**src/rtl/pxl_arb_pkg.sv**
```systemverilog
// pxl_arb_pkg: shared types and constants for the pixel-write arbiter.
//   arb_state_e      : arbiter FSM state (ARB = choosing owner, BURST = owner streaming)
//   DEF_*            : default parameter values for pxl_write_arbiter
//   FB_DEPTH_640X480 : number of addressable pixels in a 640x480 framebuffer
//   rr_next()        : round-robin increment with wrap at n
package pxl_arb_pkg;

  typedef enum logic {
    ARB   = 1'b0,
    BURST = 1'b1
  } arb_state_e;

  localparam int unsigned DEF_NREQ      = 4;
  localparam int unsigned DEF_ADDR_W    = 19;
  localparam int unsigned DEF_DATA_W    = 16;
  localparam int unsigned DEF_MAX_BURST = 8;

  localparam int unsigned FB_WIDTH         = 640;
  localparam int unsigned FB_HEIGHT        = 480;
  localparam int unsigned FB_DEPTH_640X480 = FB_WIDTH * FB_HEIGHT;

  // Index following idx in a ring of n entries.
  function automatic int unsigned rr_next(input int unsigned idx, input int unsigned n);
    return (idx + 1 >= n) ? 0 : idx + 1;
  endfunction

endpackage : pxl_arb_pkg

```
**src/rtl/rr_arbiter.sv**
```systemverilog
// rr_arbiter: combinational round-robin pick.
// Selects the first set bit of req_i at or after ptr_i, wrapping NREQ-1 -> 0.
//   req_i [NREQ]        : request vector
//   ptr_i [log2(NREQ)]  : highest-priority index for this pick (must be < NREQ)
//   gnt_o [NREQ]        : one-hot winner, zero when no request
//   idx_o [log2(NREQ)]  : binary index of the winner (0 when none)
//   any_o               : at least one request is set
module rr_arbiter #(
  parameter int unsigned NREQ = 4
) (
  input  logic [NREQ-1:0]         req_i,
  input  logic [$clog2(NREQ)-1:0] ptr_i,
  output logic [NREQ-1:0]         gnt_o,
  output logic [$clog2(NREQ)-1:0] idx_o,
  output logic                    any_o
);

  localparam int unsigned IDX_W = $clog2(NREQ);

  // Rotate-scan starting at ptr_i; first hit wins.
  always_comb begin
    int unsigned cand;
    logic        found;
    gnt_o = '0;
    idx_o = '0;
    any_o = |req_i;
    cand  = 0;
    found = 1'b0;
    for (int unsigned i = 0; i < NREQ; i++) begin
      cand = (32'(ptr_i) + i) % NREQ;
      if (!found && req_i[IDX_W'(cand)]) begin
        found                = 1'b1;
        gnt_o[IDX_W'(cand)]  = 1'b1;
        idx_o                = IDX_W'(cand);
      end
    end
  end

endmodule : rr_arbiter

```
**src/rtl/pxl_write_arbiter.sv**
```systemverilog
// pxl_write_arbiter: round-robin burst arbiter for NREQ pixel writers sharing
// one framebuffer write port.
//   clk_i, reset_i     : clock, synchronous active-high reset
//   req_valid_i [NREQ] : per-requester write valid
//   req_addr_i  [NREQ][ADDR_W], req_data_i [NREQ][DATA_W] : per-requester beat
//   req_ready_o [NREQ] : combinational accept, at most one bit set
//   vblank_i           : vertical blanking from the HDMI timing
//   pxl_addr_o, pxl_data_o, pxl_en_o : registered write to the pixel port
//   grant_o [NREQ]     : one-hot current owner, zero when idle
//   oob_o              : one-cycle pulse for an accepted address >= FB_DEPTH
// Build option: define PXL_ARB_VBLANK_GATE_EN to allow writes only while
// vblank_i is high; otherwise the write gate is always open.
module pxl_write_arbiter
  import pxl_arb_pkg::*;
#(
  parameter int unsigned NREQ      = DEF_NREQ,
  parameter int unsigned ADDR_W    = DEF_ADDR_W,
  parameter int unsigned DATA_W    = DEF_DATA_W,
  parameter int unsigned MAX_BURST = DEF_MAX_BURST,
  parameter int unsigned FB_DEPTH  = FB_DEPTH_640X480
) (
  input  logic                         clk_i,
  input  logic                         reset_i,
  input  logic [NREQ-1:0]              req_valid_i,
  input  logic [NREQ-1:0][ADDR_W-1:0]  req_addr_i,
  input  logic [NREQ-1:0][DATA_W-1:0]  req_data_i,
  output logic [NREQ-1:0]              req_ready_o,
  input  logic                         vblank_i,
  output logic [ADDR_W-1:0]            pxl_addr_o,
  output logic [DATA_W-1:0]            pxl_data_o,
  output logic                         pxl_en_o,
  output logic [NREQ-1:0]              grant_o,
  output logic                         oob_o
);

  localparam int unsigned IDX_W = $clog2(NREQ);
  localparam int unsigned CNT_W = $clog2(MAX_BURST + 1);
  localparam logic [ADDR_W:0]   FB_LIM   = (ADDR_W + 1)'(FB_DEPTH);
  localparam logic [CNT_W-1:0]  BURST_LIM = CNT_W'(MAX_BURST);

  arb_state_e        state_q;
  logic [IDX_W-1:0]  rr_ptr_q;
  logic [IDX_W-1:0]  owner_q;
  logic [CNT_W-1:0]  beat_cnt_q;
  logic [ADDR_W-1:0] pxl_addr_q;
  logic [DATA_W-1:0] pxl_data_q;
  logic              pxl_en_q;
  logic              oob_q;

  logic              gate_c;
  logic [NREQ-1:0]   win_gnt_c;
  logic [IDX_W-1:0]  win_idx_c;
  logic              win_any_c;
  logic [NREQ-1:0]   ready_c;
  logic [NREQ-1:0]   grant_c;
  logic [IDX_W-1:0]  acc_idx_c;
  logic              accept_c;

  logic [ADDR_W-1:0] pxl_addr_d;
  logic [DATA_W-1:0] pxl_data_d;
  logic              in_range_d;

`ifdef PXL_ARB_VBLANK_GATE_EN
  assign gate_c = vblank_i;
`else
  // Gate held open; vblank_i is folded in only so it is not a dangling input.
  assign gate_c = vblank_i | 1'b1;
`endif

  rr_arbiter #(
    .NREQ (NREQ)
  ) u_rr (
    .req_i (req_valid_i),
    .ptr_i (rr_ptr_q),
    .gnt_o (win_gnt_c),
    .idx_o (win_idx_c),
    .any_o (win_any_c)
  );

  // Ready/grant: new winner in ARB, current owner in BURST; nothing in reset.
  always_comb begin
    ready_c   = '0;
    grant_c   = '0;
    acc_idx_c = win_idx_c;
    if (!reset_i) begin
      if (state_q == ARB) begin
        if (gate_c && win_any_c) begin
          ready_c = win_gnt_c;
          grant_c = win_gnt_c;
        end
      end else begin
        acc_idx_c        = owner_q;
        grant_c[owner_q] = 1'b1;
        if (gate_c && req_valid_i[owner_q] && (beat_cnt_q < BURST_LIM)) begin
          ready_c[owner_q] = 1'b1;
        end
      end
    end
  end

  assign accept_c   = |(ready_c & req_valid_i);
  assign pxl_addr_d = req_addr_i[acc_idx_c];
  assign pxl_data_d = req_data_i[acc_idx_c];
  assign in_range_d = ({1'b0, pxl_addr_d} < FB_LIM);

  // FSM and registered write port. Out-of-range beats are consumed but only pulse oob.
  always_ff @(posedge clk_i) begin
    if (reset_i) begin
      state_q    <= ARB;
      rr_ptr_q   <= '0;
      owner_q    <= '0;
      beat_cnt_q <= '0;
      pxl_addr_q <= '0;
      pxl_data_q <= '0;
      pxl_en_q   <= 1'b0;
      oob_q      <= 1'b0;
    end else begin
      pxl_en_q <= 1'b0;
      oob_q    <= 1'b0;
      if (accept_c) begin
        pxl_addr_q <= pxl_addr_d;
        pxl_data_q <= pxl_data_d;
        pxl_en_q   <= in_range_d;
        oob_q      <= !in_range_d;
      end
      case (state_q)
        ARB: begin
          if (accept_c) begin
            if (MAX_BURST == 1) begin
              rr_ptr_q <= IDX_W'(rr_next(32'(win_idx_c), NREQ));
            end else begin
              state_q    <= BURST;
              owner_q    <= win_idx_c;
              beat_cnt_q <= CNT_W'(1);
            end
          end
        end
        BURST: begin
          // Any cycle without a beat is the exit cycle.
          if (accept_c) begin
            beat_cnt_q <= beat_cnt_q + CNT_W'(1);
          end else begin
            state_q    <= ARB;
            rr_ptr_q   <= IDX_W'(rr_next(32'(owner_q), NREQ));
            beat_cnt_q <= '0;
          end
        end
        default: state_q <= ARB;
      endcase
    end
  end

  assign req_ready_o = ready_c;
  assign grant_o     = grant_c;
  assign pxl_addr_o  = pxl_addr_q;
  assign pxl_data_o  = pxl_data_q;
  assign pxl_en_o    = pxl_en_q;
  assign oob_o       = oob_q;

endmodule : pxl_write_arbiter

```
**config.mk**
```make
export PLATFORM = sky130hd
export DESIGN_NAME = pxl_write_arbiter
export DESIGN_NICKNAME = d
export VERILOG_FILES = /design/src/rtl/pxl_arb_pkg.sv /design/src/rtl/rr_arbiter.sv /design/src/rtl/pxl_write_arbiter.sv
export SDC_FILE = /design/constraint.sdc
export NUM_CORES = 1
export LEC_CHECK = 0
export ABC_AREA = 1
export CORE_MARGIN = 3
export CORE_UTILIZATION = 44
export CTS_BUF_LIST = sky130_fd_sc_hd__clkbuf_8
export CTS_CLUSTER_DIAMETER = 40
export DETAILED_ROUTE_END_ITERATION = 8
export HOLD_SLACK_MARGIN = 0.05
export PLACE_DENSITY = 0.92
export RECOVER_POWER = 25
export SLEW_MARGIN = 15
export SYNTH_ARGS = -nofsm -noshare
export SYNTH_HDL_FRONTEND = slang
export SYNTH_HIERARCHICAL = 1
export SYNTH_SLANG_ARGS = --single-unit
```
**constraint.sdc**
```tcl
create_clock -name clk_i -period 6.3 [get_ports clk_i]
set_clock_uncertainty 0.1 [all_clocks]
set_input_delay 1.26 -clock clk_i [delete_from_list [all_inputs] [get_ports clk_i]]
set_output_delay 1.26 -clock clk_i [all_outputs]
set_load 0.005 [all_outputs]
```
# Word level (Yosys, flattened, before mapping)
# Index checks and enable logic that the tools add are counted.
# classes
n_eq_ne	1
n_shift	0
multipliers	0
bitwise	6
div	0
muxes	48
order_cmp	14
n_reduce_logical	18
addsub	5
# op_table
cell	n
$mux W4	12
$bmux W19 S2	1
$bmux W16 S2	1
$lt A19 B19 Y1 const B	1
$mux W19	1
$lt A2 B3 Y1 const B	6
$mux W16	1
$mux W1	14
$mux W2	7
$or A4 B4 Y4	3
$bmux W1 S2	5
$demux W1 S2	5
$ge A2 B1 Y1 const B	5
$logic_and A1 B1 Y1	9
$pmux W4 S2	1
$reduce_or A4 Y1	2
$add A2 B2 Y2 const B	2
$add A4 B1 Y4 const B	1
$and A4 B4 Y4	1
$logic_not A1 Y1	4
$lt A4 B4 Y1 const B	1
$reduce_and A2 Y1	2
$add A2 B1 Y3 const B	1
$ge A3 B3 Y1 const B	1
other kinds (4)	5
# totals
register_bits	46
memories	0
latchBits	0
ram_bits	0
elab_cells	100
romBits	0
out_inout_bits	45
input_bits	147

# Logic depth before layout (Yosys ltp)
# Gate-level depths: netlist (run 1).
# logic_depth
ltp_word	19
mapped_depth	22

# Cells and area by module
# The synthesis (run 1) kept the hierarchy.
# modules_own_cells
mod	instances	area_each_um2	cells_each
pxl_write_arbiter	1	3128.0	484
rr_arbiter	1	534.3	83

# Worst setup path before layout (run 1)
# No wires, ideal clock.
# synth_path
kind	in2out
start	input req_valid_i[3]
end	output req_ready_o[0]
cell_stages	9
slack_ns	2.636
path_buffers	0
t_required_ns	4.940
t_arrival_ns	2.304
path_cell_list	inv_1 -> nand2_1 -> nand3_4 -> nand2_8 -> nor2_8 -> nand3_1 -> nand3_1 -> a21oi_1 -> nor4_1
# synth_between
elab_chain_len	15
word_cells_on_any_way	32
# synth_rtl
item	line_no	source
start, declared	pxl_write_arbiter.sv:24	input logic [NREQ-1:0] req_valid_i,
$bmux W1 S2	rr_arbiter.sv:31	if (!found && req_i[IDX_W'(cand)]) begin
$mux W1 (implied by the code)	rr_arbiter.sv:31	
$mux W1	rr_arbiter.sv:31	
$logic_not A1 Y1	rr_arbiter.sv:31	
$logic_and A1 B1 Y1	rr_arbiter.sv:31	
$mux W1	rr_arbiter.sv:31	
$logic_not A1 Y1	rr_arbiter.sv:31	
$logic_and A1 B1 Y1	rr_arbiter.sv:31	
$mux W1	rr_arbiter.sv:31	
$logic_not A1 Y1	rr_arbiter.sv:31	
$logic_and A1 B1 Y1	rr_arbiter.sv:31	
$mux W4 *	rr_arbiter.sv:31	
named net win_gnt_c[0]	pxl_write_arbiter.sv:51	logic [NREQ-1:0] win_gnt_c;
$mux W4 *	pxl_write_arbiter.sv:87	if (gate_c && win_any_c) begin
$mux W4 *	pxl_write_arbiter.sv:86	if (state_q == ARB) begin
$mux W4 *	pxl_write_arbiter.sv:85	if (!reset_i) begin
end, declared	pxl_write_arbiter.sv:27	output logic [NREQ-1:0] req_ready_o,
# Mark *: on every way through the listed nets, which the timed path passes. The rest lies on a longest branch. The select of a mux whose other input is x is not followed.

# Worst setup path after layout (run 1)
# layout_path
start	input req_valid_i[2]
end	output grant_o[0]
# layout_between
elab_chain_len	15
word_cells_on_any_way	28
# layout_rtl
item	line_no	source
$bmux W1 S2	rr_arbiter.sv:31	
$mux W1 (implied by the code)	rr_arbiter.sv:31	
$mux W1	rr_arbiter.sv:31	
$logic_not A1 Y1	rr_arbiter.sv:31	
$logic_and A1 B1 Y1	rr_arbiter.sv:31	
$mux W1	rr_arbiter.sv:31	
$logic_not A1 Y1	rr_arbiter.sv:31	
$logic_and A1 B1 Y1	rr_arbiter.sv:31	
$mux W1	rr_arbiter.sv:31	
$logic_not A1 Y1	rr_arbiter.sv:31	
$logic_and A1 B1 Y1	rr_arbiter.sv:31	
$mux W4 *	rr_arbiter.sv:31	
named net win_gnt_c[0]	pxl_write_arbiter.sv:51	
$mux W4 *	pxl_write_arbiter.sv:87	
$mux W4 *	pxl_write_arbiter.sv:86	
$mux W4 *	pxl_write_arbiter.sv:85	
end, declared	pxl_write_arbiter.sv:32	output logic [NREQ-1:0] grant_o,
# Marks and branches as above.

==> results of run 1 <==
==> critical path: cells and delay by family <==
| kind | cells | cell delay (ns) |
|---|---|---|
| AND/OR/NAND/NOR | 7 | 1.05 |
| buffers and inverters | 3 | 1.25 |
| AO/OA/AOI/OAI | 1 | 0.09 |
==> power by group through the flow <==
stage | logic (uW) | registers, uW | clock network, uW
finish | 2290 | 457 | 221
global route | 2560 | 469 | 233
CTS | 2280 | 458 | 222
detailed placement | 2270 | 465 | 0
global placement | 2190 | 460 | 0
floorplan | 1820 | 439 | 0
==> area by class of cell <==
| type | instances | share of cell area [%] |
|---|---|---|
| clock buffers | 5 | 1.24 |
| clock inverters | 3 | 0.723 |
| inverters | 37 | 3.12 |
| multi-input cells | 448 | 41.7 |
| flip-flops and latches | 46 | 16.6 |
| well taps | 102 | 2.30 |
| repair buffers | 190 | 34.3 |
==> sequential cells by signal, indices dropped and copies added, names as in the netlist <==
signal and count:
pxl_addr_o 19, state_q 1, beat_cnt_q 4, oob_o 1
owner_q 2, pxl_en_o 1, pxl_data_o 16, rr_ptr_q 2
==> routing by layer <==
layer  wire length, um  vias up
met1              5060     2120
met3              1090       36
met5                 0        -
met2              6470      185
li1                  -     2212
met4               430        0
==> cell usage after synthesis (all sizes together) <==
cell    instances
a21boi          5
a21oi          23
buf            28
bufinv          1
clkbuf          8
dfxtp          46
ha             10
inv            36
nand2          95
nand3          43
nand4           2
nor2          136
nor3            4
nor4            4
o211ai          3
o21ai          92
o22ai          28
or2             1
xor2            2
==> cell families (layout without fill, tap and decap cells) <==
logic type | after synthesis | in the layout | synth area share (%)
compound gates | 151 | 151 | 23.3
xor+xnor | 2 | 2 | 0.478
fa+ha+maj | 10 | 10 | 3.42
buf+inv | 73 | 235 | 11.8
flops | 46 | 46 | 25.1
simple gates | 285 | 285 | 35.8
==> worst paths after layout <==
| path | start | endpoint | slack (ns) | cells past startpoint |
|---|---|---|---|---|
| max reg2reg | rr_ptr_q[0]$_SDFFE_PP0P_ | pxl_en_o$_SDFF_PP0_ | 2.24 | 20 |
| min reg2reg | pxl_data_o[6]$_SDFFE_PP0P_ | pxl_data_o[6]$_SDFFE_PP0P_ | 0.37 | 2 |
| max | req_valid_i[2] | grant_o[0] | 1.29 | 11 |
| min | pxl_data_o[6]$_SDFFE_PP0P_ | pxl_data_o[6]$_SDFFE_PP0P_ | 0.37 | 2 |
==> metrics by stage <==
step                power, uW  setup slack (ns)  utilization, %
finish                   2970              1.29            70.2
global route             3260              1.12            70.2
CTS                      2960              1.33            70.2
detailed placement       2740              1.31            68.9
global placement         2650              1.37            68.9
floorplan                2260              2.64               -
==> metrics.md, run 1 <==
| Metric | Value |
|---|---|
| Setup violations, final | 0 |
| Vias in the first global route | 4455 |
| Worst Hold Class | reg -> reg |
| Die width | 97.2 um |
| Initial antenna violation count | 0 |
| Switching Fraction | 55.5% |
| Worst EP arrival | 3.65 ns |
| Clock sinks | 46 |
| Die area | 0.00945 mm^2 |
| Grt met2 use | 47.8% |
| Post-CTS resize count | 0 |
| Crit Path Category | in -> out |
| RSZ-0062 raised after global routing | no |
| Hold Slack | 0.368 ns |
| Critical Path End Type | output port |
| DR pass1 iterations | 5 |
| CP max FO | 9 |
| Post-CTS Setup Bufs | 0 |
| Highest Clock Rate | 0.199 GHz |
| First-pass GRT wire length | 21.2 mm |
| Sequential share of power | 15.4% |
| Gr usage total | 26.9% |
| Detailed Route Iter0 Violations | 270 |
| P_int | 1320 uW |
| Clock transition at the registers of the reported paths | 0.08 ns |
| Detail Placement HPWL | 9.79 mm |
| Clock network fraction of design power | 7.4% |
| Met3 Resource Use GR | 7.82% |
| Slew Viols, Final | 0 |
| Starting Density | 46.4% |
| Chip height | 97.2 um |
| Syn Nets | 724 |
| Core Region | 0.00789 mm^2 |
| Final instance area | 0.00554 mm^2 |
| Root cell of the clock tree | clkbuf_8 |
| CTS tree | yes |
| Layout cells sized above 1 | 8.09% |
| Critical path, cell by cell | clkdlybuf4s50_1 > inv_1 > nand2_1 > nand3_1 > nand2_2 > nor2_8 > nand3_1 > nand3_1 > a21oi_1 > nor3_1 > clkdlybuf4s50_1 |
| Placed cells | 823 |
| Largest net degree at the start of global routing | 78 |
| Crit start category | input pin |
| Top cells by area, synth | dfxtp_1 (25%), nor2_1 (14%), o21ai_0 (10%) |
| Final min period | 5.01 ns |
| I/O pins | 192 |
| Leakage | 0.00228 uW |
| Status | completed |
| Filler Cell Count | 620 |
| Placed instance area | 0.00543 mm^2 |
| Vias per std cell | 5.48 |
| Combinational Power Share | 77.2% |
| Fin crit share | 79.6% |
| Fin nets | 885 |
| Placer Congestion | 0.894 |
| Diodes inserted | 0 |
| H-tree lvl count | 2 |
| Overflow after GRT | 0 |
| Mean post-synth cell area | 6.46 um^2 |
| YS warnings | 6 |
| Busiest grt layer | met2 |
| Switch Pwr | 1650 uW |
| Setup TNS Final | 0 ns |
| Sequential fraction of the synthesis area | 25.1% |
| Slew margin rel. | 29.1% |
| Top cell by count, worst path | nand3_1 |
| Final hold viol count | 0 |
| Worst IR Drop VDD | 546 uV |
| Most common cell after layout, fill and taps aside | clkdlybuf4s50_1 |
| Max-Cap Viols | 0 |
| Number of synthesized register bits | 46 |
| Syn Inst Count | 567 |
| Area grow syn2layout | 51.3% |
| Crit-path max cell delay | 0.59 ns |
| Yosys top cell by area | dfxtp_1 |
| Met1 Use GR | 30.3% |
| Most frequent cells in the layout | clkdlybuf4s50_1 (168), nor2_1 (133), o21ai_0 (74) |
| CP max-delay cell | clkdlybuf4s50_1 |
| Multi-input gate area in the final layout | 0.00231 mm^2 |
| Finished Layout Cells | 831 |
| Netlist cell types | 38 |
| Reg area | 921 um^2 |
| Total number of vias | 4553 |
| Routed len/inst | 15.7 um |
| Final antenna-violating net count | 0 |
| Num CTS Buffers | 5 |
| Core Rows | 32 |
| Max clock buf depth | 2 |
| Number of port buffers | 190 |
| Worst Max-Slew Pin Slew | 1.06 ns |
| Mapped cell area | 0.00366 mm^2 |
| DRC | 0 |
| Hold-fix buffers, CTS | 0 |
| Area fraction of the dominant cell type after synthesis | 25.1% |
| CP required | 4.94 ns |
| Final WL | 13.0 mm |
| Power Density | 536 mW/mm^2 |
| Skew-Pair Late Insertion Delay | 0.30 ns |
No activity file was read; power rests on OpenSTA's default activity.
==> inputs of run 2 (changes only) <==
--- a/config.mk
+++ b/config.mk
@@ -7,12 +7,12 @@
 export LEC_CHECK = 0
 export ABC_AREA = 1
 export CORE_MARGIN = 3
-export CORE_UTILIZATION = 44
+export CORE_UTILIZATION = 37
 export CTS_BUF_LIST = sky130_fd_sc_hd__clkbuf_8
 export CTS_CLUSTER_DIAMETER = 40
 export DETAILED_ROUTE_END_ITERATION = 8
 export HOLD_SLACK_MARGIN = 0.05
-export PLACE_DENSITY = 0.92
+export PLACE_DENSITY = 0.83
 export RECOVER_POWER = 25
 export SLEW_MARGIN = 15
 export SYNTH_ARGS = -nofsm -noshare
==> constraint.sdc (replaced) <==
create_clock -name clk_i -period 4.5 [get_ports clk_i]
set_clock_uncertainty 0.1 [all_clocks]
set_input_delay 0.9 -clock clk_i [delete_from_list [all_inputs] [get_ports clk_i]]
set_output_delay 0.9 -clock clk_i [all_outputs]
set_load 0.005 [all_outputs]
==> metrics.md, run 2 (synthesized netlist as in run 1, its figures left out) <==
| Metric | Value |
|---|---|
| Status | completed |
| Worst Max-Slew Pin Slew | 0.763 ns |
| Met3 WL | 789 um |
| RSZ-0062 raised after global routing | no |
| Max-Cap Viols | 0 |
| Hold Path Cell Cnt | 2 |
| Chip height | 105 um |
| Max FFs per register | 19 |
| Leakage | 0.00231 uW |
| Number of port buffers | 190 |
| Diodes inserted | 0 |
| Starting Density | 38.9% |
| Filler Cell Count | 899 |
| Core Region | 0.00942 mm^2 |
| Skew-Pair Late Insertion Delay | 0.29 ns |
| Setup violations, final | 0 |
| Detailed Route Iter0 Violations | 270 |
| Initial antenna violation count | 0 |
| Die area | 0.0111 mm^2 |
| Die width | 105 um |
| Power Density | 744 mW/mm^2 |
| CP required | 3.50 ns |
| First-pass GRT wire length | 20.0 mm |
| Detail Placement HPWL | 9.69 mm |
| Clock network fraction of design power | 7.5% |
| CTS tree | yes |
| Pwr Total | 4180 uW |
| Final antenna-violating net count | 0 |
| Post-CTS resize count | 0 |
| Core Rows | 35 |
| Top sig layer | met4 |
| Switching Fraction | 54.6% |
| Crit Reg-Reg Startpoint | rr_ptr_q[0]$_SDFFE_PP0P_ |
| Overflow after GRT | 0 |
| Final WL | 12.5 mm |
| Fin crit share | 94.7% |
| Vias in the first global route | 4159 |
| Critical Path Start | req_valid_i[2] |
| Reg area | 921 um^2 |
| Worst IR Drop VDD | 517 uV |
| Placer Congestion | 0.890 |
| Most common cell after layout, fill and taps aside | clkdlybuf4s50_1 |
| Setup TNS Final | 0 ns |
| Combinational Power Share | 77.2% |
| Total number of vias | 4448 |
| Worst EP arrival | 3.26 ns |
| Num CTS Buffers | 5 |
| Critical Path End Type | output port |
| Fin nets | 891 |
| Hold-fix buffers, CTS | 0 |
| H-tree lvl count | 2 |
| Area grow syn2layout | 53.5% |
| Clock transition at the registers of the reported paths | 0.09 ns |
| DRC | 0 |
| Final hold viol count | 0 |
| P_int | 1900 uW |
| I/O pins | 192 |
| Layout cells sized above 1 | 8.84% |
| Met1 WL | 5.02 mm |
| Cells on worst reg2reg path | 16 |
| DR pass1 iterations | 5 |
| Largest net degree at the start of global routing | 65 |
| Most frequent cells in the layout | clkdlybuf4s50_1 (168), nor2_1 (133), o21ai_0 (74) |
| Clock sinks | 46 |
| Post-CTS Setup Bufs | 0 |
| Max clock buf depth | 2 |
| Min-delay src | pxl_data_o[3]$_SDFFE_PP0P_ |
| Multi-input gate area in the final layout | 0.00231 mm^2 |
| Met2 WL post-DR | 6.45 mm |
| Vias per std cell | 5.15 |
| Slew margin rel. | 49.1% |
| Crit start category | input pin |
| Worst Hold Class | reg -> reg |
| Root cell of the clock tree | clkbuf_8 |
| CP max FO | 9 |
| Sequential share of power | 15.3% |
| Highest Clock Rate | 0.235 GHz |
| Routed len/inst | 14.4 um |
| Gr usage total | 21.5% |
| Slew Viols, Final | 0 |
| Final min period | 4.26 ns |
| Crit Path Category | in -> out |
| Switch Pwr | 2280 uW |
==> run 2: cell types whose count changed in the layout (fill, tap and decap cells not counted), sizes merged <==
cell | before | now
clkinv | 2 | 1
inv | 36 | 37
buf | 0 | 6
==> run 2: worst max-delay path: stages <==
cell	delay (ns)
clkdlybuf4s50_1	0.51
inv_1	0.16
nand2_1	0.08
nand3_1	0.15
nand2_2	0.11
nor2_8	0.15
nand3_1	0.10
nand3_1	0.10
a21oi_1	0.09
nor4_1	0.35
clkdlybuf4s50_1	0.57
==> run 2: path summary, 6_finish.rpt <==
path / end / slack (ns)
max: req_ready_o[2] / 0.24
min: pxl_data_o[3]$_SDFFE_PP0P_ / 0.37
max reg2reg: pxl_data_o[3]$_SDFFE_PP0P_ / 0.87
min reg2reg: pxl_data_o[3]$_SDFFE_PP0P_ / 0.37
==> run 2: power by group through the flow <==
| stage | Clock, uW | Combinational (uW) | Sequential (uW) |
|---|---|---|---|
| 3_3_place_gp | 0 | 3170 | 647 |
| 3_5_place_dp | 0 | 3250 | 654 |
| 5_1_grt | 337 | 3640 | 664 |
| 6_report | 313 | 3230 | 642 |
| 4_1_cts | 319 | 3250 | 646 |
| 2_1_floorplan | 0 | 2540 | 615 |
==> run 2: per-layer routing <==
metal	track usage, %	up-vias
met5	0	-
met1	25.7	2044
met2	39.6	172
li1	-	2218
met4	4.53	0
met3	4.23	14
==> run 2: area by class of cell <==
type,instances,area share [%]
Multi-Input combinational cell,448,41.1
Timing Repair Buffer,196,34.6
Sequential cell,46,16.4
Inverter,37,3.07
Tap cell,129,2.87
Clock buffer,5,1.22
Clock inverter,3,0.779
==> run 2: through the flow <==
step / setup slack (ns) / instance area [um^2] / util, % / hold slack [ns] / std cells
after floorplan: 1.56 / 3660 / - / 0.360 / 567
after global routing: 0.0109 / 5620 / 59.7 / 0.390 / 864
after global placement: 0.336 / 5510 / 58.5 / 0.354 / 856
final: 0.239 / 5620 / 59.7 / 0.367 / 864
after detailed placement: 0.216 / 5510 / 58.5 / 0.357 / 856
after CTS: 0.207 / 5620 / 59.7 / 0.371 / 864
==> inputs of run 3 (changes only) <==
--- a/config.mk
+++ b/config.mk
@@ -10,7 +10,9 @@
 export CORE_UTILIZATION = 37
 export CTS_BUF_LIST = sky130_fd_sc_hd__clkbuf_8
 export CTS_CLUSTER_DIAMETER = 40
+export CTS_CLUSTER_SIZE = 10
 export DETAILED_ROUTE_END_ITERATION = 8
+export GPL_ROUTABILITY_DRIVEN = 0
 export HOLD_SLACK_MARGIN = 0.05
 export PLACE_DENSITY = 0.83
 export RECOVER_POWER = 25
==> metrics.md, run 3 (synthesized netlist as in run 1, its figures left out) <==
| Metric | Value |
|---|---|
| CP required | 3.50 ns |
| Max clock buf depth | 2 |
| Clock transition at the registers of the reported paths | 0.08 ns |
| Setup TNS Final | 0 ns |
| Max FFs per register | 19 |
| Num CTS Buffers | 5 |
| DR pass1 iterations | 5 |
| Final instance area | 0.00563 mm^2 |
| First-pass GRT wire length | 20.1 mm |
| Worst EP arrival | 3.27 ns |
| Final hold viol count | 0 |
| Detailed Route Iter0 Violations | 242 |
| Die area | 0.0111 mm^2 |
| Final WL | 12.7 mm |
| Power Density | 749 mW/mm^2 |
| DRC | 0 |
| I/O pins | 192 |
| Utilization after layout | 59.8% |
| Core Rows | 35 |
| Starting Density | 38.9% |
| Total number of vias | 4490 |
| CP max FO | 9 |
| Vias per std cell | 5.20 |
| Area grow syn2layout | 53.6% |
| Root cell of the clock tree | clkbuf_8 |
| Crit Path Category | in -> out |
| Critical Path End Type | output port |
| Die width | 105 um |
| Initial antenna violation count | 0 |
| Worst Hold Class | reg -> reg |
| Crit start category | input pin |
| RSZ-0062 raised after global routing | no |
| Worst IR Drop VDD | 434 uV |
| Routed len/inst | 14.7 um |
| Slew margin rel. | 51.1% |
| CTS tree | yes |
| Layout cells sized above 1 | 8.86% |
| Post-CTS Setup Bufs | 0 |
| Setup violations, final | 0 |
| Hold Slack | 0.366 ns |
| Overflow after GRT | 0 |
| Final min period | 4.27 ns |
| Final antenna-violating net count | 0 |
| Detail Placement HPWL | 9.72 mm |
| Chip height | 105 um |
| Diodes inserted | 0 |
| Most common cell after layout, fill and taps aside | clkdlybuf4s50_1 |
| Fin nets | 890 |
| Placed instance area | 0.00552 mm^2 |
| Status | completed |
| Fin crit share | 95.0% |
| Core Region | 0.00942 mm^2 |
| Max-Cap Viols | 0 |
| H-tree lvl count | 2 |
| Slew Viols, Final | 0 |
| Leakage | 0.00231 uW |
| Most frequent cells in the layout | clkdlybuf4s50_1 (168), nor2_1 (133), o21ai_0 (74) |
| Clock sinks | 46 |
| Number of port buffers | 190 |
| Highest Clock Rate | 0.234 GHz |
| Filler Cell Count | 883 |
| Worst Max-Slew Pin Slew | 0.732 ns |
| Largest net degree at the start of global routing | 65 |
| Gr usage total | 21.8% |
| Vias in the first global route | 4248 |
| Skew-Pair Late Insertion Delay | 0.30 ns |
run 3: cell types whose count changed in the layout (fill, tap and decap cells not counted), sizes merged:
cell	delta
buf	-1
inv	-1
bufinv	-1
clkbuf	+2
run 3: metrics by stage:
stage / total power, uW / setup slack [ns] / std cells
global route: 4620 / 0.0373 / 863
CTS: 4240 / 0.205 / 863
floorplan: 3160 / 1.56 / 567
detailed placement: 3940 / 0.220 / 855
global placement: 3840 / 0.350 / 855
finish: 4210 / 0.227 / 863
run 3: area by class of cell:
class / instances / area, um^2 / area share, %
flip-flops and latches: 46 / 921 / 16.4
well taps: 129 / 161 / 2.87
clock inverters: 1 / 8.76 / 0.156
clock buffers: 7 / 96.3 / 1.71
multi-input cells: 448 / 2310 / 41.1
repair buffers: 195 / 1950 / 34.7
inverters: 37 / 173 / 3.07
run 3: path summary, 6_finish.rpt:
path | start | to | slack (ns) | depth (start not counted)
max | req_valid_i[2] | grant_o[2] | 0.23 | 11
min reg2reg | pxl_data_o[3]$_SDFFE_PP0P_ | pxl_data_o[3]$_SDFFE_PP0P_ | 0.37 | 2
min | pxl_data_o[3]$_SDFFE_PP0P_ | pxl_data_o[3]$_SDFFE_PP0P_ | 0.37 | 2
max reg2reg | rr_ptr_q[0]$_SDFFE_PP0P_ | oob_o$_SDFF_PP0_ | 0.63 | 19
run 3: power by group:
group / total [uW] / switching (uW) / leakage (uW) / internal [uW]
logic: 3290 / 2080 / 0.00187 / 1220
clock network: 283 / 142 / 0.0000544 / 141
registers: 640 / 110 / 0.000379 / 530
run 3: critical path, stage by stage:
cell and delay (ns):
clkdlybuf4s50_1 0.52, inv_1 0.17, nand2_1 0.09, nand3_1 0.16
nand2_2 0.12, nor2_8 0.15, nand3_1 0.10, nand3_1 0.11
a21oi_1 0.10, nor3_1 0.29, clkdlybuf4s50_1 0.57
run 3: what timing repair did:
item / 4_1_cts / 5_1_grt
gates resized for setup: 0 / 1
hold buffers: 0 / 0
endpoints found under the setup margin: 0 / 1
run 3: metal layers:
| metal | wire [um] | vias up | GRT usage, % |
|---|---|---|---|
| met5 | 0 | - | 0 |
| met4 | 341 | 0 | 6.38 |
| met3 | 859 | 26 | 4.78 |
| met2 | 6620 | 179 | 40.5 |
| met1 | 4900 | 2068 | 24.9 |
| li1 | - | 2217 | - |
==> RTL change 1, RTL diff (flow settings as in run 2) <==
Reset style: asynchronous (`reset_i`), changed in one clocked block. Comments in the files are not updated.
--- a/src/rtl/pxl_write_arbiter.sv
+++ b/src/rtl/pxl_write_arbiter.sv
@@ -104,7 +104,7 @@
   assign in_range_d = ({1'b0, pxl_addr_d} < FB_LIM);
 
   // FSM and registered write port. Out-of-range beats are consumed but only pulse oob.
-  always_ff @(posedge clk_i) begin
+  always_ff @(posedge clk_i or posedge reset_i) begin
     if (reset_i) begin
       state_q    <= ARB;
       rr_ptr_q   <= '0;
Check against the original RTL: differs if reset_i is asserted again (counterexample within 4 cycles, from zero or initial values and one cycle with reset_i high); with reset_i held inactive, the same outputs for 4 cycles.
==> RTL change 1 against run 2 <==
The run now ends with capacitance limit, slew limit left. Via count decreased by 0.18%. Sequential cell count unchanged. Area after synthesis increased by 2.9%. Critical path type unchanged. Sequential share of layout area increased by 3.5 points. Final area increased by 3.1%. Routed wire length increased by 5.3%. Combinational power increased by 11%. Utilization decreased by 0.70 points. Total power increased by 12%. Worst setup slack improved by 0.015 ns.
==> RTL change 1: results (changes against run 2) <==
Yosys
  – Distinct cells, synth: 39 (was 38)
  – Ys flop type: dfrtp_1 (was dfxtp_1)
  – Sequential fraction of the synthesis area: 30.5% (was 25.1%)
  – Syn nets: 719 (was 724)
  – Top cells by area, synth: dfrtp_1 (31%), nand2_1 (18%), o21ai_0 (7.4%), nand3_1 (7.2%), nor2_1 (6.6%) (was dfxtp_1 (25%), nor2_1 (14%), o21ai_0 (10%), nand2_1 (7.3%), nand3_1 (5.3%))
  – Synth top cells by count: nand2_1 (177), nor2_1 (66), o21ai_0 (56), nand3_1 (54), dfrtp_1 (46) (was nor2_1 (133), o21ai_0 (74), nand2_1 (71), dfxtp_1 (46), nand3_1 (39))
  – Ys async rst share: 100% (was 0%)

Cells and area
  – Layout cell share with drive strength beyond 1: 6.40% (was 8.84%)
  – Final net count: 890 (was 891)
  – Filler cells: 904 (was 899)
  – Max FFs per register: 19 (unchanged)

Clocking
  – Worst-skew pair later-pin latency: 0.31 ns (was 0.29 ns)
  – CTS H-tree depth: 2 (unchanged)
  – Root Driver: clkbuf_8 (unchanged)

Place
  – Dpl cell area: 5680 um^2 (was 5510 um^2)
  – GPL Wtd Cong: 0.869 (was 0.890)
  – Hpwl dp: 9950 um (was 9690 um)
  – Port Buffers: 190 (unchanged)

Setup path
  – Flop2flop setup slack: 0.76 ns (was 0.87 ns)
  – RR Endpoint: pxl_data_o[9]$_DFFE_PP0P_ (was pxl_data_o[3]$_SDFFE_PP0P_)
  – Worst reg2reg startpoint: rr_ptr_q[0]$_DFFE_PP0P_ (was rr_ptr_q[0]$_SDFFE_PP0P_)
  – Critical path data arrival time: 3.25 ns (was 3.26 ns)
  – Worst R2R Path Depth: 17 (was 16)
  – CP startpoint: req_valid_i[0] (was req_valid_i[2])

Global routing
  – First-pass GRT wire length: 20300 um (was 20000 um)
  – GR Util All Layers: 21.9% (was 21.5%)
  – Vias in the first global route: 4180 (was 4159)
  – Largest net degree at the start of global routing: 53 (was 65)

Outcome
  – Outcome: finished, violations left (was completed)
  – Failing checks: capacitance limit, slew limit

Power
  – P_leak: 0.00266 uW (was 0.00231 uW)
  – Max VDD drop: 0.375 mV (was 0.517 mV)
  – NetSw: 2530 uW (was 2280 uW)

Timing
  – Worst Tran Pin Value: 1.93 ns (was 0.763 ns)
  – Fin. max-slew vios: 36 (was 0)

Hold path
  – Hold endpoint: pxl_data_o[8]$_DFFE_PP0P_ (was pxl_data_o[3]$_SDFFE_PP0P_)
  – Hold crit path type: flip-flop to flip-flop (unchanged)
  – Hold Crit Start: pxl_data_o[8]$_DFFE_PP0P_ (was pxl_data_o[3]$_SDFFE_PP0P_)

Route
  – Routed wire per std cell: 15.1 um (was 14.4 um)
  – Via count: 4440 (was 4448)
  – First DRT Iteration DRCs: 245 (was 270)
  – Pre-antenna DRT Iters: 4 (was 5)

Job
  – Max Cap Viol: 1 (was 0)
-- RTL change 1: how the worst max path moves through the flow --
stage / endpoint / slack [ns]
2_1_floorplan: pxl_en_o$_DFF_PP0_ / 1.53
3_3_place_gp: req_ready_o[3] / 0.36
3_5_place_dp: req_ready_o[2] / 0.31
4_1_cts: req_ready_o[3] / 0.30
5_1_grt: req_ready_o[3] / 0.15
6_report: req_ready_o[2] / 0.25
-- RTL change 1: through the flow --
step	hold slack (ns)	util, %	setup WS (ns)	cells
3_3_place_gp	0.361	57.9	0.363	859
5_1_grt	0.404	59.0	0.154	867
3_5_place_dp	0.364	57.9	0.306	859
4_1_cts	0.388	59.1	0.301	867
6_report	0.381	59.0	0.254	867
2_1_floorplan	0.372	-	1.53	562
-- RTL change 1: area by class of cell --
cell class / instances / area (um^2) / share of cell area, %
inverters: 36 / 159 / 2.74
multi-input cells: 449 / 2240 / 38.7
well taps: 133 / 166 / 2.87
clock inverters: 3 / 48.8 / 0.842
repair buffers: 195 / 1960 / 33.8
flip-flops and latches: 46 / 1150 / 19.9
clock buffers: 5 / 68.8 / 1.19
-- RTL change 1: kinds of logic (layout without fill, tap and decap cells) --
family / Yosys count / after routing / share of synthesized area, %
XOR/XNOR: 2 / 2 / 0.465
adder cells (fa/ha/maj): 10 / 10 / 3.32
AND/OR/NAND/NOR: 329 / 329 / 39.2
buffers and inverters: 67 / 239 / 9.99
multiplexers: 1 / 1 / 0.266
flip-flops: 46 / 46 / 30.5
AO/OA/AOI/OAI: 107 / 107 / 16.2
-- RTL change 1: power by group through the flow --
| stage | Combinational (uW) | Sequential, uW | Clock, uW |
|---|---|---|---|
| 6_report | 3600 | 772 | 327 |
| 2_1_floorplan | 2600 | 748 | 0 |
| 4_1_cts | 3640 | 774 | 332 |
| 3_5_place_dp | 3620 | 780 | 0 |
| 5_1_grt | 4040 | 801 | 349 |
| 3_3_place_gp | 3490 | 771 | 0 |
-- RTL change 1: worst max-delay path: cells and delay by family --
family,cells,cell delay (ns)
simple gates,7,0.97
buf+inv,3,1.27
compound gates,1,0.10
-- RTL change 1: per-layer routing --
layer	GRT usage (%)	vias to the layer above	wire length (um)	part of all wire [%]
met4	6.03	0	209	1.6
met5	0	-	0	0
met2	39.0	167	6850	52
li1	-	2186	-	-
met3	5.00	19	820	6.3
met1	26.6	2068	5230	40
==> RTL change 2, RTL diff (config.mk and constraints of run 2) <==
Without the edit above. Set the package constant `DEF_MAX_BURST` to 4 (it was 8).
--- a/src/rtl/pxl_arb_pkg.sv
+++ b/src/rtl/pxl_arb_pkg.sv
@@ -13,7 +13,7 @@
   localparam int unsigned DEF_NREQ      = 4;
   localparam int unsigned DEF_ADDR_W    = 19;
   localparam int unsigned DEF_DATA_W    = 16;
-  localparam int unsigned DEF_MAX_BURST = 8;
+  localparam int unsigned DEF_MAX_BURST = 4;
 
   localparam int unsigned FB_WIDTH         = 640;
   localparam int unsigned FB_HEIGHT        = 480;
Behaviour: not the same (a bounded check fails within 10 cycles, from zero or initial values and one cycle with reset_i high).
==> RTL change 2 against run 2 <==
Area after synthesis shrank 3.7%. Synthesized cell count fell by 1.6%. Critical path depth did not move. Cell count down 1.4%. Sequential cell count is 1 lower. Total power decreased by 4.4%. Final area down 2.6%. Worst setup slack got worse by 0.035 ns. Routed wire length decreased by 0.83%. Hold slack lost 0.0038 ns. Global-route usage increased by 0.39 points. Count of clock-buffer cells in the layout up 1.
==> RTL change 2: results (changes against run 2) <==
Setup path
  – Crit path to: req_ready_o[0] (was req_ready_o[2])
  – Critical path data arrival time: 3.30 ns (was 3.26 ns)
  – RR Endpoint: pxl_en_o$_SDFF_PP0_ (was pxl_data_o[3]$_SDFFE_PP0P_)
  – CP top delay family: buffers and inverters (unchanged)
  – Flop2flop setup slack: 0.77 ns (was 0.87 ns)
  – Worst Setup End Kind: primary output (unchanged)
  – CP max FO: 9 (unchanged)
  – Worst R2R Path Depth: 20 (was 16)

Cells and area
  – Post-layout util: 59.3% (was 59.7%)
  – Antenna diodes: 0 (unchanged)
  – Final net count: 880 (was 891)
  – Filler cells: 876 (was 899)
  – Layout cell share with drive strength beyond 1: 6.09% (was 8.84%)

Outcome
  – Outcome: completed (unchanged)

Place
  – Dpl cell area: 5390 um^2 (was 5510 um^2)
  – Hpwl dp: 9530 um (was 9690 um)
  – GPL Wtd Cong: 0.871 (was 0.890)

Yosys
  – Most frequent cell after synthesis: nor2_1 (unchanged)
  – Syn nets: 715 (was 724)
  – Distinct cells, synth: 40 (was 38)
  – Sequential fraction of the synthesis area: 25.5% (was 25.1%)
  – Top cells by area, synth: dfxtp_1 (26%), nor2_1 (11%), nand2_1 (11%), o21ai_0 (8.4%), nand3_1 (5.7%) (was dfxtp_1 (25%), nor2_1 (14%), o21ai_0 (10%), nand2_1 (7.3%), nand3_1 (5.3%))
  – Synth top cells by count: nor2_1 (104), nand2_1 (101), o21ai_0 (59), dfxtp_1 (45), nand3_1 (40) (was nor2_1 (133), o21ai_0 (74), nand2_1 (71), dfxtp_1 (46), nand3_1 (39))

Hold path
  – Hold Path Cell Cnt: 2 (unchanged)
  – Hold Crit Start: pxl_addr_o[6]$_SDFFE_PP0P_ (was pxl_data_o[3]$_SDFFE_PP0P_)
  – Hold endpoint: pxl_addr_o[6]$_SDFFE_PP0P_ (was pxl_data_o[3]$_SDFFE_PP0P_)

Global routing
  – First-pass GRT wire length: 19800 um (was 20000 um)
  – Largest net degree at the start of global routing: 65 (unchanged)
  – Vias in the first global route: 4283 (was 4159)
  – GR Util All Layers: 21.9% (was 21.5%)

Route
  – First DRT Iteration DRCs: 210 (was 270)
  – Avg Vias per Cell: 5.15 (about the same)
  – Routed wire per std cell: 14.5 um (was 14.4 um)

Power
  – P_leak: 0.00224 uW (was 0.00231 uW)
  – Max VDD drop: 0.405 mV (was 0.517 mV)

Clocking
  – Worst-skew pair later-pin latency: 0.29 ns (about the same)
  – CTS buffer count: 5 (unchanged)
  – Post-CTS setup buffers: 0 (unchanged)

Timing
  – Relative max-transition margin: 48.3% (was 49.1%)
==> RTL change 2: cell count changes after synthesis, sizes merged, moves of 4 or more <==
cell / run 2 / this run
nor2: 136 / 107
nand2: 95 / 116
a21oi: 23 / 37
o21ai: 92 / 80
buf: 28 / 32
clkbuf: 8 / 4
==> RTL change 2: layout make-up <==
type                       count  area share (%)
sequential                    45            16.5
clock inverter                 1          0.0686
timing repair buffer         194            35.5
clock buffer                   6            1.51
tap                          129            2.95
multi-input combinational    441            40.6
inverter                      36            2.93
==> RTL change 2: metrics by stage <==
| step | setup slack (ns) | hold slack, ns | cells | power, uW |
|---|---|---|---|---|
| final | 0.204 | 0.364 | 852 | 4000 |
| after global routing | 0.0245 | 0.387 | 852 | 4420 |
| after CTS | 0.214 | 0.366 | 852 | 4020 |
| after detailed placement | 0.236 | 0.356 | 845 | 3770 |
| after global placement | 0.308 | 0.352 | 845 | 3680 |
| after floorplan | 1.56 | 0.360 | 558 | 3060 |
==> RTL change 2: kinds of logic (layout without fill, tap and decap cells) <==
group                    Yosys count  count (layout)  share of synthesized area (%)
adder cells (fa/ha/maj)           10              10                           3.55
AO/OA/AOI/OAI                    154             154                           23.9
AND/OR/NAND/NOR                  276             276                           35.2
buffers and inverters             72             237                           11.5
XOR/XNOR                           1               1                          0.248
flip-flops                        45              45                           25.5
==> RTL change 2: where the power goes <==
part	total, uW	switching (uW)	internal [uW]
clock network	247	128	120
logic	3150	1980	1170
registers	602	93.9	508
total	4000	2200	1800
==> RTL change 2: routing by layer <==
metal / vias up / part of all wire [%] / global-route usage, %
li1: 2187 / - / -
met1: 2017 / 40 / 24.1
met2: 164 / 51 / 41.2
met3: 20 / 7.0 / 5.42
met4: 0 / 2.1 / 6.65
met5: - / 0 / 0
